**config.mk**
```make
export PLATFORM = sky130hd
export DESIGN_NAME = audio_scheduler
export DESIGN_NICKNAME = d
export VERILOG_FILES = /design/src/rtl/audioport_pkg.sv /design/src/rtl/audio_scheduler.sv
export SDC_FILE = /design/constraint.sdc
export NUM_CORES = 1
export LEC_CHECK = 0
export ABC_AREA = 1
export BUFFER_PORTS_ARGS = -buffer_cell sky130_fd_sc_hd__buf_2
export CORE_AREA = 2 2 39 41
export CTS_CLUSTER_SIZE = 28
export DETAILED_ROUTE_END_ITERATION = 6
export DIE_AREA = 0 0 41 43
export GPL_ROUTABILITY_DRIVEN = 0
export MAX_ROUTING_LAYER = met4
export PLACE_DENSITY = 0.58
export SLEW_MARGIN = 20
export SYNTH_ARGS = -nofsm -noshare
export SYNTH_HDL_FRONTEND = slang
export SYNTH_SLANG_ARGS = --single-unit
```
**constraint.sdc**
```tcl
create_clock -name clk -period 1.33 [get_ports clk]
set_input_delay 0.266 -clock clk [delete_from_list [all_inputs] [get_ports clk]]
set_output_delay 0.266 -clock clk [all_outputs]
set_load 0.05 [all_outputs]
```
**src/rtl/audioport_pkg.sv**
```systemverilog
// ============================================================================
// audioport_pkg : scheduler state encoding and status bit positions
// Rev 1.0
// ============================================================================
`default_nettype none

package audioport_pkg;

  typedef enum logic [2:0] {
    S_IDLE     = 3'd0,
    S_WAIT_REQ = 3'd1,
    S_FETCH    = 3'd2,
    S_START    = 3'd3,
    S_PROCESS  = 3'd4,
    S_DONE     = 3'd5
  } sched_state_t;

  localparam int STATUS_UNDERRUN = 0;
  localparam int STATUS_REQMISS  = 1;
  localparam int STATUS_TIMEOUT  = 2;

endpackage

`default_nettype wire

```
**src/rtl/audio_scheduler.sv**
```systemverilog
// ============================================================================
// audio_scheduler : sequences FIFO pop -> DSP start -> result valid per request,
// with sticky error flags and refill irq. Optional DSP watchdog: SCHED_WATCHDOG_EN
// Rev 1.0
// ============================================================================
`default_nettype none

module audio_scheduler
  import audioport_pkg::*;
#(
  parameter int FIFO_AW    = 4,
  parameter int IRQ_THRESH = 4
`ifdef SCHED_WATCHDOG_EN
  , parameter int DSP_TIMEOUT = 64
`endif
) (
  input  logic               clk,
  input  logic               rst,
  input  logic               play_in,
  input  logic               req_in,
  input  logic               fifo_empty_in,
  input  logic [FIFO_AW:0]   fifo_level_in,
  output logic               fifo_rd_out,
  output logic               dsp_start_out,
  output logic               dsp_mute_out,
  input  logic               dsp_done_in,
  output logic               out_valid_out,
  output logic               irq_out,
  input  logic               irq_ack_in,
  output logic [2:0]         status_out,
  input  logic               status_clr_in
);

  localparam logic [FIFO_AW:0] C_IRQ_THRESH = IRQ_THRESH[FIFO_AW:0];

  sched_state_t state_q, state_d;
  logic         mute_q, mute_d;
  logic [2:0]   status_q, status_d;
  logic [2:0]   w_status_set;
  logic         irq_q, irq_d;
  logic         armed_q, armed_d;
  logic         w_level_low;
  logic         w_wd_fire;
  logic         w_busy;

`ifdef SCHED_WATCHDOG_EN
  localparam logic [7:0] C_WD_LAST = 8'(DSP_TIMEOUT - 1);
  logic [7:0] wd_cnt_q;

  always_ff @(posedge clk) begin
    if (rst || state_q != S_PROCESS) wd_cnt_q <= 8'd0;
    else                             wd_cnt_q <= wd_cnt_q + 8'd1;
  end

  assign w_wd_fire = (state_q == S_PROCESS) && !dsp_done_in && (wd_cnt_q == C_WD_LAST);
`else
  assign w_wd_fire = 1'b0;
`endif

  always_ff @(posedge clk) begin
    if (rst) begin
      state_q  <= S_IDLE;
      mute_q   <= 1'b0;
      status_q <= 3'b000;
      irq_q    <= 1'b0;
      armed_q  <= 1'b1;
    end else begin
      state_q  <= state_d;
      mute_q   <= mute_d;
      status_q <= status_d;
      irq_q    <= irq_d;
      armed_q  <= armed_d;
    end
  end

  always_comb begin
    state_d       = state_q;
    mute_d        = mute_q;
    fifo_rd_out   = 1'b0;
    dsp_start_out = 1'b0;
    dsp_mute_out  = 1'b0;
    out_valid_out = 1'b0;
    unique case (state_q)
      S_IDLE: if (play_in) state_d = S_WAIT_REQ;
      S_WAIT_REQ: begin
        if (!play_in) begin
          state_d = S_IDLE;
        end else if (req_in) begin
          state_d = fifo_empty_in ? S_START : S_FETCH;
          mute_d  = fifo_empty_in;
        end
      end
      S_FETCH: begin
        fifo_rd_out = 1'b1;
        state_d     = S_START;
      end
      S_START: begin
        dsp_start_out = 1'b1;
        dsp_mute_out  = mute_q;
        state_d       = S_PROCESS;
      end
      S_PROCESS: begin
        if (dsp_done_in)    state_d = S_DONE;
        else if (w_wd_fire) state_d = play_in ? S_WAIT_REQ : S_IDLE;
      end
      S_DONE: begin
        out_valid_out = 1'b1;
        state_d       = play_in ? S_WAIT_REQ : S_IDLE;
      end
      default: state_d = S_IDLE;
    endcase
  end

  // A request arriving while a sample is in flight cannot be queued, only reported.
  assign w_busy = (state_q == S_FETCH) || (state_q == S_START) ||
                  (state_q == S_PROCESS) || (state_q == S_DONE);

  always_comb begin
    w_status_set                  = 3'b000;
    w_status_set[STATUS_UNDERRUN] = (state_q == S_WAIT_REQ) && play_in && req_in && fifo_empty_in;
    w_status_set[STATUS_REQMISS]  = w_busy && req_in;
    w_status_set[STATUS_TIMEOUT]  = w_wd_fire;
    status_d = (status_clr_in ? 3'b000 : status_q) | w_status_set;
  end

  assign w_level_low = (fifo_level_in <= C_IRQ_THRESH);

  // Ack is applied after the set so a coincident ack wins and leaves irq disarmed.
  always_comb begin
    irq_d   = irq_q;
    armed_d = armed_q;
    if (!w_level_low) armed_d = 1'b1;
    if (play_in && armed_q && w_level_low) begin
      irq_d   = 1'b1;
      armed_d = 1'b0;
    end
    if (irq_ack_in) irq_d = 1'b0;
    if (!play_in)   irq_d = 1'b0;
  end

  assign irq_out    = irq_q;
  assign status_out = status_q;

endmodule

`default_nettype wire
```
==> results of run 1 <==
-- path summary, 6_finish.rpt --
path	startpoint	endpoint	slack, ns	cells past startpoint
worst min register to register	irq_out	irq_out	0.44	2
worst min-delay path	irq_ack_in	irq_out	0.23	4
worst max-delay path	state_q[2]	dsp_mute_out	-0.01	6
worst max register to register	state_q[2]	state_q[0]	0.18	7
-- layer usage --
| layer | up-vias | track usage |
|---|---|---|
| li1 | 255 | - |
| met1 | 208 | 0.1424 |
| met2 | 18 | 0.2219 |
| met3 | 5 | 0.03141 |
| met4 | 0 | 0.1200 |
| met5 | - | - |
-- state kept, by name, summed over array words and instances (netlist names) --
signal      flops
status_out      2
mute_q          1
armed_q         1
irq_out         1
state_q         3
-- cell usage after synthesis --
cell / instances / area share
a21o_2: 1 / 0.020
buf_4: 1 / 0.017
nand2_2: 1 / 0.014
inv_2: 2 / 0.017
inv_1: 11 / 0.095
o21ai_0: 1 / 0.011
conb_1: 1 / 0.0086
nand2_1: 16 / 0.14
nor2_1: 8 / 0.069
nand3_2: 1 / 0.023
nand4_1: 1 / 0.014
dfxtp_1: 8 / 0.37
and2_1: 1 / 0.014
nor2_2: 3 / 0.043
clkbuf_1: 1 / 0.0086
nand3_1: 5 / 0.057
a21oi_1: 7 / 0.080
-- where the power goes --
group	leakage [nW]	switching (mW)	internal, mW
sequential	0.0671	0.0115	0.247
clock	0.0138	0.0876	0.104
combinational	0.230	0.0723	0.0443
-- final cells by class --
type / count / area, um2 / share of cell area
Clock buffer: 3 / 22.52 / 0.03564
Inverter: 13 / 53.80 / 0.08515
Multi-Input combinational cell: 46 / 235.2 / 0.3723
Sequential cell: 8 / 171.4 / 0.2713
Tap cell: 16 / 20.02 / 0.03168
Timing Repair Buffer: 21 / 128.9 / 0.2040
-- worst min-delay path: cells and delay by family --
| family | cells | cell delay (ns) |
|---|---|---|
| AO/OA/AOI/OAI | 1 | 0.03 |
| buffers and inverters | 1 | 0.07 |
| AND/OR/NAND/NOR | 2 | 0.08 |
-- cell usage in the layout (no fill, tap or decap), types with 3 or more instances in the layout --
cell / instances
dfxtp_4: 3
dfxtp_1: 5
nor2_1: 7
buf_2: 16
nand2_1: 15
buf_4: 3
a21oi_1: 7
inv_1: 9
clkbuf_4: 3
nand3_1: 5
-- cell families (layout without fill, tap and decap cells) --
group                  after synthesis  in the layout
flip-flops                           8              8
AND/OR/NAND/NOR                     36             36
buffers and inverters               15             37
other                                1              1
AO/OA/AOI/OAI                        9              9
-- what timing repair did --
action	CTS	global route
buffers inserted	2	0
resized for setup	9	5
pin swaps	2	0
setup endpoints to repair	4	4
hold buffers	0	0
-- metrics by stage --
step / total power, mW / area [um2] / TNS [ns]
after floorplan: 0.3435 / 452.9 / -0.1542
after global placement: 0.3740 / 556.8 / 0
after detailed placement: 0.3750 / 556.8 / 0
after CTS: 0.5686 / 615.6 / -0.03936
after global routing: 0.5998 / 631.9 / -0.1773
final: 0.5667 / 631.9 / -0.01144
==> reports/metrics.csv, run 1 <==
metric;value;unit
violations;negative setup slack;
cpPeakStageDelay;0.35;ns
critPathTopFamily;flip-flops;
route.detailed.drc;0;
crit_top_cell;nor2_4;
drt-vias-per-instance;4.542;
synthSimpleGateAreaFrac;0.3736;
cts_buffers;3;
synthToLayoutAreaGrowth;45.11;%
dp_hpwl;779.9;um
syn_inst;69;
finish.utilization;0.4566;
cts_tree;done;
synth-seq-cells;8;
io_pins;21;
rsz0062_at_grt;yes;
drt_iter0_drc;7;
first_pass_iters;4;
syn_avg_cell_area;6.310;um2
outcome;complete, but fails checks;
grt_pass1_wl;1593;um
synth_fa_ha_area_frac;0;
period_needed;1.341;ns
fin_crit_sh;1.009;
wl_met3;62;um
syn_area;435.4;um2
path_buf_inv;3;
setup_viol;1;
topRoutingLayerUsed;met4;
grt_antenna_before_repair;0;
synth_top_family_by_area;simple AND/OR/NAND/NOR gates;
dp.cells;102;
cp_data_required_time;1.06;ns
setup_ws;-0.01144;ns
die_h;43;um
track_usage;0.1433;
clk_latency;0.26;ns
final_hold_viol_count;0;
yosysWarnings;0;
critPathMaxFanout;3;
fp.coreArea;1384;um2
synth_compound_area_frac;0.1121;
die-area;1763;um2
start_util;0.3146;
preCtsSetupSlack;0.08301;ns
cts_root_buffer;clkbuf_4;
final_nets;106;
path_class;flip-flop to output pin;
start_kind;flip-flop;
overflow;0;
cts.sinks;8;
grt_max_degree;9;
crit_arrival;1.08;ns
rows;14;
cts_buffer_depth;2;
clk_pin_slew;0.05;ns
num-fill-cells;160;
drt-wirelength-per-cell;9.009;um
hold_class;input pin to flip-flop;
finalClockSkew;0.003305;ns
ir_drop;0.4796;mV
cellLeakagePower;0.3113;nW
drtAntennaViolNets;0;
yosysUniqueCellTypes;17;
h-tree-depth;1;
syn_nets;82;
maxCapViolCount;0;
power_density;896.9;nW/um2
grt_pass1_vias;451;
drt-met1-wl;403;um
maxClockFrequency;745.5;MHz
slew_viol_final;0;
wl_met2;460;um
ys_seq_area_frac;0.3678;
post_route_cells_drive_above_1_share;0.4286;
io_buffers;19;
crit_path_end_kind;output pin;
antenna_cells;0;
holdWs;0.2309;ns
cp_slowest_cell;dfxtp_4;
wirelength;964;um
final_cells;107;
synth-xor-area-share;0;
path_cells;inv_4 > nand2_4 > nor2_4 > inv_2 > nor2_4 > buf_8;
die_w;41;um
synthMuxAreaShare;0;
num_vias;486;
No activity file was read; power rests on OpenSTA's default activity.
==> run 2: changes to the inputs <==
Settings changed: CORE_AREA 2 2 39 41 to 5 5 42 44, DIE_AREA 0 0 41 43 to 0 0 47 49, REMOVE_ABC_BUFFERS set to 1.
==> reports/metrics.csv, run 2 (same netlist as run 1, synthesis figures left out) <==
metric;value;unit;change
start_util;0.3107;;-0.003933
grt_pass1_vias;431;;-4.4%
largest_register;state_q;;
rsz0062_at_grt;yes;;
final_nets;108;;+1.9%
setup_ws;-0.01984;ns;-0.008401 ns
reg2reg_depth;7;;unchanged
post_route_cells_drive_above_1_share;0.4731;;+0.04455
drt-wirelength-per-cell;9.339;um;+3.7%
start_kind;flip-flop;;
dp_hpwl;832.2;um;+6.7%
cts.sinks;8;;unchanged
synthToLayoutAreaGrowth;47.70;%;
use_met2;0.1448;;-0.07708
drt_iter0_drc;1;;-6
cp_data_required_time;1.06;ns;about the same
slew_viol_final;0;;unchanged
io_pins;21;;unchanged
h-tree-depth;1;;unchanged
maxClockFrequency;740.8;MHz;-0.62%
drt-vias-per-instance;4.339;;-4.5%
clk_pin_slew;0.06;ns;about the same
grt_pass1_wl;1669;um;+4.8%
ff2ff_setup_slack;0.14;ns;-0.04 ns
hold_class;input pin to flip-flop;;
crit_arrival;1.08;ns;about the same
power_density;884.6;nW/um2;-1.4%
grt_antenna_before_repair;0;;unchanged
violations;negative setup slack;;
critPathMaxFanout;2;;-1
maxCapViolCount;0;;unchanged
io_buffers;19;;unchanged
fp.coreArea;1401;um2;+1.3%
ir_drop;0.5172;mV;+7.9%
worstReg2RegEnd;state_q[0];;
setup_tns;-0.01984;ns;-0.008401 ns
overflow;0;;unchanged
grt_use_met3;0.05535;;+0.02394
crit_path_end_kind;output pin;;
num_vias;473;;-2.7%
period_needed;1.350;ns;+0.008401 ns
rows;14;;unchanged
preCtsSetupSlack;0.04718;ns;-0.03584 ns
die_h;49;um;+14%
path_class;flip-flop to output pin;;
die-area;2303;um2;+31%
timing.rr.start;state_q[1];;
num-fill-cells;157;;-1.9%
startpoint;state_q[2];;
cellLeakagePower;0.3180;nW;+2.2%
wirelength;1018;um;+5.6%
cts_buffers;3;;unchanged
cts_tree;done;;
mostFrequentLayoutCells;buf_2, nand2_1, inv_1, a21oi_1, nor2_1;;
track_usage;0.1041;;-0.03918
layout_commonest_cell;buf_2;;
final_hold_viol_count;0;;unchanged
finalClockSkew;0.007091;ns;+0.003786 ns
first_pass_iters;3;;-1
detailed_place.area;554.3;um2;-0.45%
cts.hold.buffers_added;0;;unchanged
fin_crit_sh;1.015;;+0.006317
outcome;complete, but fails checks;;
grt_max_degree;9;;unchanged
drtAntennaViolNets;0;;unchanged
met1_usage;0.1236;;-0.01877
cts_root_buffer;clkbuf_4;;
route.detailed.drc;0;;unchanged
grt_busiest_layer;met2;;
setup_viol;1;;unchanged
worstSetupEndpoint;dsp_mute_out;;
antenna_cells;0;;unchanged
die_w;47;um;+15%
cts_buffer_depth;2;;unchanged
finish.utilization;0.4589;;+0.002329
design_area;643.1;um2;+1.8%
largest_reg_flops;3;;unchanged
clk_latency;0.25;ns;about the same
==> run 2: cell types whose count changed in the layout (fill, tap and decap cells not counted), moves of 2 or more <==
cell and delta:
inv_4 -2, nor2_2 +2, dfxtp_4 -2, dfxtp_2 +2
inv_2 +3
==> run 2: cell type report <==
class                      count  area [um2]  share of cell area
inverter                      13       48.80             0.07588
tap                           16       20.02             0.03113
timing repair buffer          23       147.6              0.2296
multi-input combinational     46       237.7              0.3696
clock buffer                   3       22.52             0.03502
sequential                     8       166.4              0.2588
==> run 2: where the power goes <==
group	switching [mW]	leakage [nW]	internal, mW
logic	0.0789	0.238	0.0510
clock network	0.0800	0.0138	0.103
registers	0.00672	0.0665	0.249
total	0.166	0.318	0.403
==> run 2: how the worst min path moves through the flow <==
stage                from       to  depth (start not counted)
6_report       irq_ack_in  irq_out                          4
5_1_grt        irq_ack_in  irq_out                          4
4_1_cts        irq_ack_in  irq_out                          4
3_5_place_dp      irq_out  irq_out                          2
3_3_place_gp      irq_out  irq_out                          2
2_1_floorplan         rst   mute_q                          1
==> run 2: what timing repair did <==
action | CTS | global route
setup buffers | 2 | 0
resized for setup | 14 | 6
pin swaps | 4 | 4
endpoints found under the setup margin | 4 | 4
==> run 2: worst max-delay path, cell delays in order (launching register included) <==
cell     delay (ns)
dfxtp_2        0.32
inv_2          0.07
nand2_4        0.05
nor2_4         0.09
inv_2          0.05
nor2_2         0.08
buf_6          0.16
==> run 2: layer usage <==
metal / part of all wire / routed length (um) / vias to the layer above
met4: 0.0059 / 6 / 0
met5: 0 / 0 / -
li1: - / - / 257
met3: 0.080 / 81 / 2
met1: 0.44 / 452 / 198
met2: 0.47 / 477 / 16
==> run 2: through the flow <==
| step | power, mW | instances | hold slack, ns |
|---|---|---|---|
| 4_1_cts | 0.5799 | 109 | 0.2314 |
| 5_1_grt | 0.6218 | 109 | 0.2193 |
| 6_report | 0.5689 | 109 | 0.2414 |
| 3_3_place_gp | 0.3770 | 104 | 0.4370 |
| 3_5_place_dp | 0.3777 | 104 | 0.4373 |
| 2_1_floorplan | 0.3341 | 67 | 0.3351 |
